==> config.mk <==
export PLATFORM = sky130hd
export DESIGN_NAME = seg_scroll_ctrl
export DESIGN_NICKNAME = d
export VERILOG_FILES = /design/src/rtl/seg_pkg.sv /design/src/rtl/switch_debounce.sv /design/src/rtl/seg_scroll_ctrl.sv
export SDC_FILE = /design/constraint.sdc
export NUM_CORES = 1
export LEC_CHECK = 0
export CAP_MARGIN = 20
export CORE_MARGIN = 5
export CORE_UTILIZATION = 25
export CTS_CLUSTER_SIZE = 16
export DETAILED_ROUTE_END_ITERATION = 12
export PLACE_DENSITY = 0.44
export SYNTH_ARGS = -nofsm -noshare
export SYNTH_HDL_FRONTEND = slang
export SYNTH_SLANG_ARGS = --single-unit
==> constraint.sdc <==
create_clock -name i_Clk -period 2.19 [get_ports i_Clk]
set_input_delay 0.657 -clock i_Clk [delete_from_list [all_inputs] [get_ports i_Clk]]
set_output_delay 0.657 -clock i_Clk [all_outputs]
set_load 0.01 [all_outputs]
==> src/rtl/seg_pkg.sv <==
// Shared types and constants for the seven-segment scrolling display slice.
package seg_pkg;

    typedef enum logic [1:0] {
        ST_IDLE  = 2'd0,
        ST_RUN   = 2'd1,
        ST_PAUSE = 2'd2
    } state_e;

    localparam logic [7:0] ASCII_BLANK = 8'h20;

endpackage

==> src/rtl/switch_debounce.sv <==
// Push-button conditioner: two-flop synchronizer, stability filter and a
// one-cycle pulse on each rising edge of the filtered level.
module switch_debounce #(
    parameter int DEBOUNCE_CYCLES = 250000
) (
    input  logic i_Clk,
    input  logic i_Rst_L,
    input  logic i_Switch,
    output logic o_Level,
    output logic o_Rise
);

    localparam int CW = $clog2(DEBOUNCE_CYCLES + 1);
    localparam logic [CW-1:0] CNT_LAST = CW'(DEBOUNCE_CYCLES - 1);
    localparam logic [CW-1:0] CNT_ONE  = CW'(1);

    logic          sync1_r;
    logic          sync2_r;
    logic          level_r;
    logic          level_d_r;
    logic [CW-1:0] cnt_r;

    // Synchronize, then accept a new level only after it has held long enough
    always_ff @(posedge i_Clk) begin
        if (!i_Rst_L) begin
            sync1_r   <= 1'b0;
            sync2_r   <= 1'b0;
            level_r   <= 1'b0;
            level_d_r <= 1'b0;
            cnt_r     <= {CW{1'b0}};
        end else begin
            sync1_r   <= i_Switch;
            sync2_r   <= sync1_r;
            level_d_r <= level_r;
            if (sync2_r != level_r) begin
                if (cnt_r == CNT_LAST) begin
                    level_r <= sync2_r;
                    cnt_r   <= {CW{1'b0}};
                end else begin
                    cnt_r <= cnt_r + CNT_ONE;
                end
            end else begin
                cnt_r <= {CW{1'b0}};
            end
        end
    end

    assign o_Level = level_r;
    assign o_Rise  = level_r & ~level_d_r;

endmodule

==> src/rtl/seg_scroll_ctrl.sv <==
// Scrolls a buffered ASCII message through a two-character window on the
// seven-segment pair; the debounced switch toggles run/pause.
module seg_scroll_ctrl
    import seg_pkg::*;
#(
    parameter int MSG_DEPTH       = 16,
    parameter int STEP_CYCLES     = 6250000,
    parameter int DEBOUNCE_CYCLES = 250000
) (
    input  logic                         i_Clk,
    input  logic                         i_Rst_L,
    input  logic                         i_Switch_1,
    input  logic                         i_Wr_En,
    input  logic [$clog2(MSG_DEPTH)-1:0] i_Wr_Addr,
    input  logic [7:0]                   i_Wr_Data,
    input  logic                         i_Len_Wr_En,
    input  logic [$clog2(MSG_DEPTH):0]   i_Len,
    output logic [7:0]                   o_Char_Left,
    output logic [7:0]                   o_Char_Right,
    output logic                         o_Running
);

    localparam int AW = $clog2(MSG_DEPTH);
    localparam int LW = AW + 1;
    localparam int SW = $clog2(STEP_CYCLES + 1);
    localparam logic [SW-1:0] STEP_LAST = SW'(STEP_CYCLES - 1);
    localparam logic [SW-1:0] STEP_ONE  = SW'(1);
    localparam logic [LW-1:0] LEN_MAX   = LW'(MSG_DEPTH);
    localparam logic [LW-1:0] LEN_ONE   = LW'(1);

    logic [7:0]    msg_buf_r [MSG_DEPTH];
    state_e        state_r, state_nxt_s;
    logic [LW-1:0] len_r, len_nxt_s, len_clamp_s;
    logic [AW-1:0] idx_r, idx_nxt_s, idx_wrap_s;
    logic [LW-1:0] idx_inc_s;
    logic [SW-1:0] step_cnt_r, step_cnt_nxt_s;
    logic [7:0]    char_left_r, char_right_r;
    logic          running_r;
    logic          sw_level_s, sw_rise_s, press_s;

    switch_debounce #(
        .DEBOUNCE_CYCLES(DEBOUNCE_CYCLES)
    ) u_sw1 (
        .i_Clk   (i_Clk),
        .i_Rst_L (i_Rst_L),
        .i_Switch(i_Switch_1),
        .o_Level (sw_level_s),
        .o_Rise  (sw_rise_s)
    );

    assign press_s = sw_rise_s & sw_level_s;

    // Message buffer: writable in any state, deliberately not reset
    always_ff @(posedge i_Clk) begin
        if (i_Wr_En) begin
            msg_buf_r[i_Wr_Addr] <= i_Wr_Data;
        end
    end

    // Next-state logic; a length write outranks both a step and a press
    always_comb begin
        idx_inc_s      = {1'b0, idx_r} + LEN_ONE;
        idx_wrap_s     = (idx_inc_s == len_r) ? {AW{1'b0}} : idx_inc_s[AW-1:0];
        len_clamp_s    = (i_Len > LEN_MAX) ? LEN_MAX : i_Len;
        state_nxt_s    = state_r;
        len_nxt_s      = len_r;
        idx_nxt_s      = idx_r;
        step_cnt_nxt_s = step_cnt_r;
        if (i_Len_Wr_En) begin
            len_nxt_s      = len_clamp_s;
            idx_nxt_s      = {AW{1'b0}};
            step_cnt_nxt_s = STEP_LAST;
            if (len_clamp_s == {LW{1'b0}}) begin
                state_nxt_s = ST_IDLE;
            end else if (state_r == ST_IDLE) begin
                state_nxt_s = ST_RUN;
            end else begin
                state_nxt_s = state_r;
            end
        end else begin
            if (state_r == ST_RUN) begin
                if (step_cnt_r == {SW{1'b0}}) begin
                    step_cnt_nxt_s = STEP_LAST;
                    idx_nxt_s      = idx_wrap_s;
                end else begin
                    step_cnt_nxt_s = step_cnt_r - STEP_ONE;
                end
            end else begin
                step_cnt_nxt_s = step_cnt_r;
            end
            if (press_s) begin
                case (state_r)
                    ST_RUN:   state_nxt_s = ST_PAUSE;
                    ST_PAUSE: state_nxt_s = ST_RUN;
                    default:  state_nxt_s = state_r;
                endcase
            end else begin
                state_nxt_s = state_r;
            end
        end
    end

    // Control state registers
    always_ff @(posedge i_Clk) begin
        if (!i_Rst_L) begin
            state_r    <= ST_IDLE;
            len_r      <= {LW{1'b0}};
            idx_r      <= {AW{1'b0}};
            step_cnt_r <= STEP_LAST;
        end else begin
            state_r    <= state_nxt_s;
            len_r      <= len_nxt_s;
            idx_r      <= idx_nxt_s;
            step_cnt_r <= step_cnt_nxt_s;
        end
    end

    // Registered window; a one-character message shows a blank on the right
    always_ff @(posedge i_Clk) begin
        if (!i_Rst_L) begin
            char_left_r  <= ASCII_BLANK;
            char_right_r <= ASCII_BLANK;
            running_r    <= 1'b0;
        end else begin
            running_r <= (state_r == ST_RUN);
            if (state_r == ST_IDLE) begin
                char_left_r  <= ASCII_BLANK;
                char_right_r <= ASCII_BLANK;
            end else begin
                char_left_r  <= msg_buf_r[idx_r];
                char_right_r <= (len_r == LEN_ONE) ? ASCII_BLANK : msg_buf_r[idx_wrap_s];
            end
        end
    end

    assign o_Char_Left  = char_left_r;
    assign o_Char_Right = char_right_r;
    assign o_Running    = running_r;

endmodule

# Yosys cells after proc, flatten, opt, wreduce, memory -nomap -nowiden
# Memories as Yosys holds them, arrays and structs flattened. A register that Yosys moved wholly into a read port is not among the register bits.
# Cells that the tools add are included.
# word_totals
reg_bits	57
mem_bits_rw	128
output_inout_bits	17
word_cells	49
mem_count	1
# mem_list
name	depth	word_bits	rd	rd_clocked_by_memory_dff	write_ports	line	text
msg_buf_r	16	8	2	2	1	seg_scroll_ctrl.sv:31	logic [7:0] msg_buf_r [MSG_DEPTH];
# classes
addsub	3
order_cmp	1
eq_ne	7
mux	10
bitwise	5
n_reduce_logical	12
# op_table
operator	n
$logic_not 23->1	1
$mux 23	1
$sub 23x1->23 const B	1
$add 18x1->18 const B	1
$eq 18x18->1 const B	1
$mux 2	4
$reduce_or 3->1	2
$add 4x1->5 const B	1
$eq 5x1->1 const B	1
$eq 5x5->1	1
$gt 5x5->1 const B	1
$logic_not 5->1	1
$mux 5	1
$mux 4	1
$pmux 2 s2	1
$reduce_and 2->1	2
$reduce_or 2->1	2
$ne 3x1->1 const B	1
$not 1->1	3
$reduce_and 3->1	1
$reduce_bool 3->1	1
$and 1x1->1	2
$eq 2x1->1 const B	1
$eq 2x2->1 const B	1
4 further kinds	5

# Logic depth before layout (Yosys ltp)
# depth
depth_word	5
ltp_mapped	10

# By module
# From an unflattened synthesis, not the netlist that was laid out.
# unflattened
hier_cells	690
area_unflattened_um2	9086.2
# modules_own_cells
module	n_inst	cells_per_inst	area_each_um2	seq_area_each_um2
seg_scroll_ctrl	1	585	8116.5	4864.7
switch_debounce	1	105	969.7	440.4

# Worst setup path after synthesis
# No wires, ideal clock.
# synth_path
path_type	reg-to-reg
start	register idx_r[0]
end	register char_right_r[1], in the netlist o_Char_Right[1], read port of msg_buf_r
setup_ps	127
arrival_ps	2044
required_ps	2063
setup_slack_ps	20
path_stages_with_launch	8
path_buffers	3
period_less_slack_ps	2170
cell_sequence	dfxtp_1 -> ha_1 -> clkbuf_1 -> clkbuf_1 -> clkbuf_1 -> mux4_2 -> o211ai_1 -> o32ai_1
# synth_via
elab_chain_cells	3
# synth_lines
item	line	text
start, declared	seg_scroll_ctrl.sv:34	logic [AW-1:0] idx_r, idx_nxt_s, idx_wrap_s;
start signal, assigned	seg_scroll_ctrl.sv:108	idx_r <= {AW{1'b0}};
start signal, assigned	seg_scroll_ctrl.sv:113	idx_r <= idx_nxt_s;
$add 4x1->5 *	seg_scroll_ctrl.sv:62	idx_inc_s = {1'b0, idx_r} + LEN_ONE;
$eq 5x5->1	seg_scroll_ctrl.sv:63	idx_wrap_s = (idx_inc_s == len_r) ? {AW{1'b0}} : idx_inc_s[AW-1:0];
$mux 4 *	seg_scroll_ctrl.sv:63	
end, declared	seg_scroll_ctrl.sv:37	logic [7:0] char_left_r, char_right_r;
# Every way passes the cells marked *; elsewhere a longest branch is shown, timed or not.
# A chain may end at the register's enable or synchronous reset.

# Worst setup path in the final report
# layout_path
start	register char_right_r[7], in the netlist o_Char_Right[7], read port of msg_buf_r
end	output o_Char_Right[7]
# layout_lines
item	line	text
end, declared	seg_scroll_ctrl.sv:19	output logic [7:0] o_Char_Right,
# No word-level cell between the ends.

==> results.cfg <==
[outcome]
status = complete, no violations

[setup_path]
crit_type = flop to output pin
required_ns = 1.53
crit_path_cell_trace = clkdlybuf4s50_1
regToRegSetupSlack_ns = 0.05
cp_num_buf_inv = 1
cp-end-kind = output pin
max_stage_delay_ns = 0.56
slowest_stage = clkdlybuf4s50_1
crit_family = buffers and inverters
worstPathMaxFanout = 1
startpoint_type = flop
cp.arrival_ns = 1.48

[sta]
tightest_slew_ns = 0.633
finalCriticalPeriod_ns = 2.14
rsz0062_at_grt = yes
fin_skew_ns = 0.0259
finalMaxSlewViolations = 0
hold_ws_ns = 0.444
fmax_mhz = 468
period_share = 0.976
setup_viol = 0
finalHoldViolations = 0
maxSlewHeadroom = 0.577

[global_routing]
grt_pass1_vias = 6110
grt_max_degree = 45
overflow = 0
antenna_found_initial = 0
grt_pass1_wl_mm = 37.3
grt_usage = 0.117

[cts]
clk_pin_slew_ns = 0.06
cts.sinks = 201
cts_tree = done
cts_buffer_depth = 3
cts_buffers = 24
insertion_delay_ns = 0.54
hold_buffers = 0
root_buffer = clkbuf_16
htreeDepth = 1

[die]
ios = 39
core.rowCount = 70
initial_core_util = 0.252
dieWidth_um = 202
core_area_mm2 = 0.0365
die_h_um = 202
die_area_mm2 = 0.0408

[yosys]
yosysSeqAreaShare = 0.575
synth_area_leader_cell = edfxtp_1
yosys.area_share.simple = 0.128
synthAdderAreaFrac = 0.00407
syn_area_per_cell_um2 = 13.4
synth_top_area_frac = 0.417
synth_compound_area_frac = 0.0691
synth_ff_type = edfxtp_1
syn-instance-count = 688
ys_warn_count = 0
ys_top_cells_by_count = 128 x edfxtp_1, 73 x dfxtp_1, 71 x nor2_1
synth_mux_area_frac = 0.159
synth_seq_cells = 201
synth_edf_count = 128
async_flop_share = 0
syn_area_mm2 = 0.00922
synth_cell_type_count = 64
synth.net_count = 713
yosysMostFrequentCell = edfxtp_1
synth_area_leaders = edfxtp_1 42%, dfxtp_1 16%, mux4_2 13%
synth_xor_area_frac = 0.0408
synth_top_family_by_area = multiplexers

[detailed_routing]
drt-pass1-iter-count = 4
drtIter0Drc = 309
wl_mm = 24.2
drc = 0
avgRoutedWirePerCell_um = 18.5
vias_per_cell = 4.62
drtAntennaViolNets = 0
vias = 6018

[final_layout]
utilization = 0.326
diodes = 0
fillers = 3643
finalInstanceArea_mm2 = 0.0119
stdcell_count = 1304
final_nets = 843
drive_above_1_share = 0.278
syn_to_final_growth_pct = 29.1

[min_path]
hp-class = flop to flop

[place]
gp_congestion = 0.760
dp_hpwl_mm = 17.2
port_buffers = 38
dpl_cell_area_mm2 = 0.0109
place_inst = 1249

[pwr]
p_per_area_mw_per_mm2 = 717
vdd_drop_max_mv = 0.519
p_total_mw = 8.54
power_leakage_nw = 3.85

[run]
drv_cap = 0
[stage by stage]
step | worst slack (ns) | setup TNS (ns)
6_report | 0.0518 | 0
3_5_place_dp | -0.195 | -5.15
2_1_floorplan | 0.0195 | 0
5_1_grt | -0.0315 | -0.0975
3_3_place_gp | -0.151 | -4.20
4_1_cts | 0.000338 | 0
[layout make-up]
cell class / count / area [µm²] / area share
clock buffer: 28 / 636 / 0.0534
clock inverter: 16 / 183 / 0.0153
inverter: 11 / 41.3 / 0.00347
multi-input combinational: 440 / 3750 / 0.315
sequential: 201 / 5310 / 0.446
tap: 468 / 586 / 0.0492
timing repair buffer: 140 / 1410 / 0.118
[cells by family (layout without fill, tap and decap cells)]
group	count (synthesis)	after routing
AOI/OAI and AO/OA	95	95
muxes	79	79
xor gates and xnor gates	40	40
and+or+nand+nor	223	223
adders and majority gates	3	3
buffers and inverters	47	195
DFF	201	201
[state kept, by name, summed over array words and instances, names as in the netlist, 2 cells and up]
| name | cells |
|---|---|
| idx_r | 4 |
| len_r | 5 |
| msg_buf_r | 128 |
| o_Char_Left | 8 |
| o_Char_Right | 8 |
| state_r | 2 |
| step_cnt_r | 23 |
| u_sw1.cnt_r | 18 |
[repair_timing]
item | in CTS | in global routing
gates resized for setup | 3 | 10
endpoints found under the hold margin | 0 | 0
pin swaps | 1 | 6
setup endpoints to repair | 4 | 7
setup buffers | 0 | 11
[final timing paths]
kind                              startpoint                         to  cells past startpoint
setup / recovery  o_Char_Right[7]$_SDFF_PP0_            o_Char_Right[7]                      1
hold / removal      u_sw1.sync1_r$_SDFF_PN0_   u_sw1.sync2_r$_SDFF_PN0_                      1
setup reg to reg       idx_r[1]$_SDFFE_PP0P_  o_Char_Left[5]$_SDFF_PP1_                      5
hold reg to reg     u_sw1.sync1_r$_SDFF_PN0_   u_sw1.sync2_r$_SDFF_PN0_                      1
[power breakdown]
group	internal [mW]	switching [mW]
Clock	2.44	1.60
Sequential	4.10	0.0379
Combinational	0.175	0.182
[layout by cell type (no fill, tap or decap), drive strengths merged, types with 2 or more instances in the layout]
cell type	n
a211oi	2
a21oi	32
a22oi	2
a31oi	13
a32o	3
and2	3
and3	3
buf	102
bufinv	3
clkbuf	28
clkdlybuf4s50	37
clkinv	11
clkinvlp	2
dfxtp	73
edfxtp	128
ha	3
inv	11
mux2i	24
mux4	54
nand2	36
nand2b	13
nand3	18
nand3b	9
nand4	9
nor2	79
nor2b	13
nor3	13
nor4	7
nor4b	3
o211ai	7
o21ai	16
o22ai	3
o32ai	6
or2	3
or3	9
or4	3
xnor2	21
xor2	19
[layer usage]
layer  track usage  up-vias  share of wire
li1              -     2890              -
met1         0.165     2995           0.46
met2         0.187      105           0.46
met3        0.0202       28          0.048
met4        0.0300        0          0.025
met5             0        -              0
Note: power is estimated with default switching activity, not from simulation.
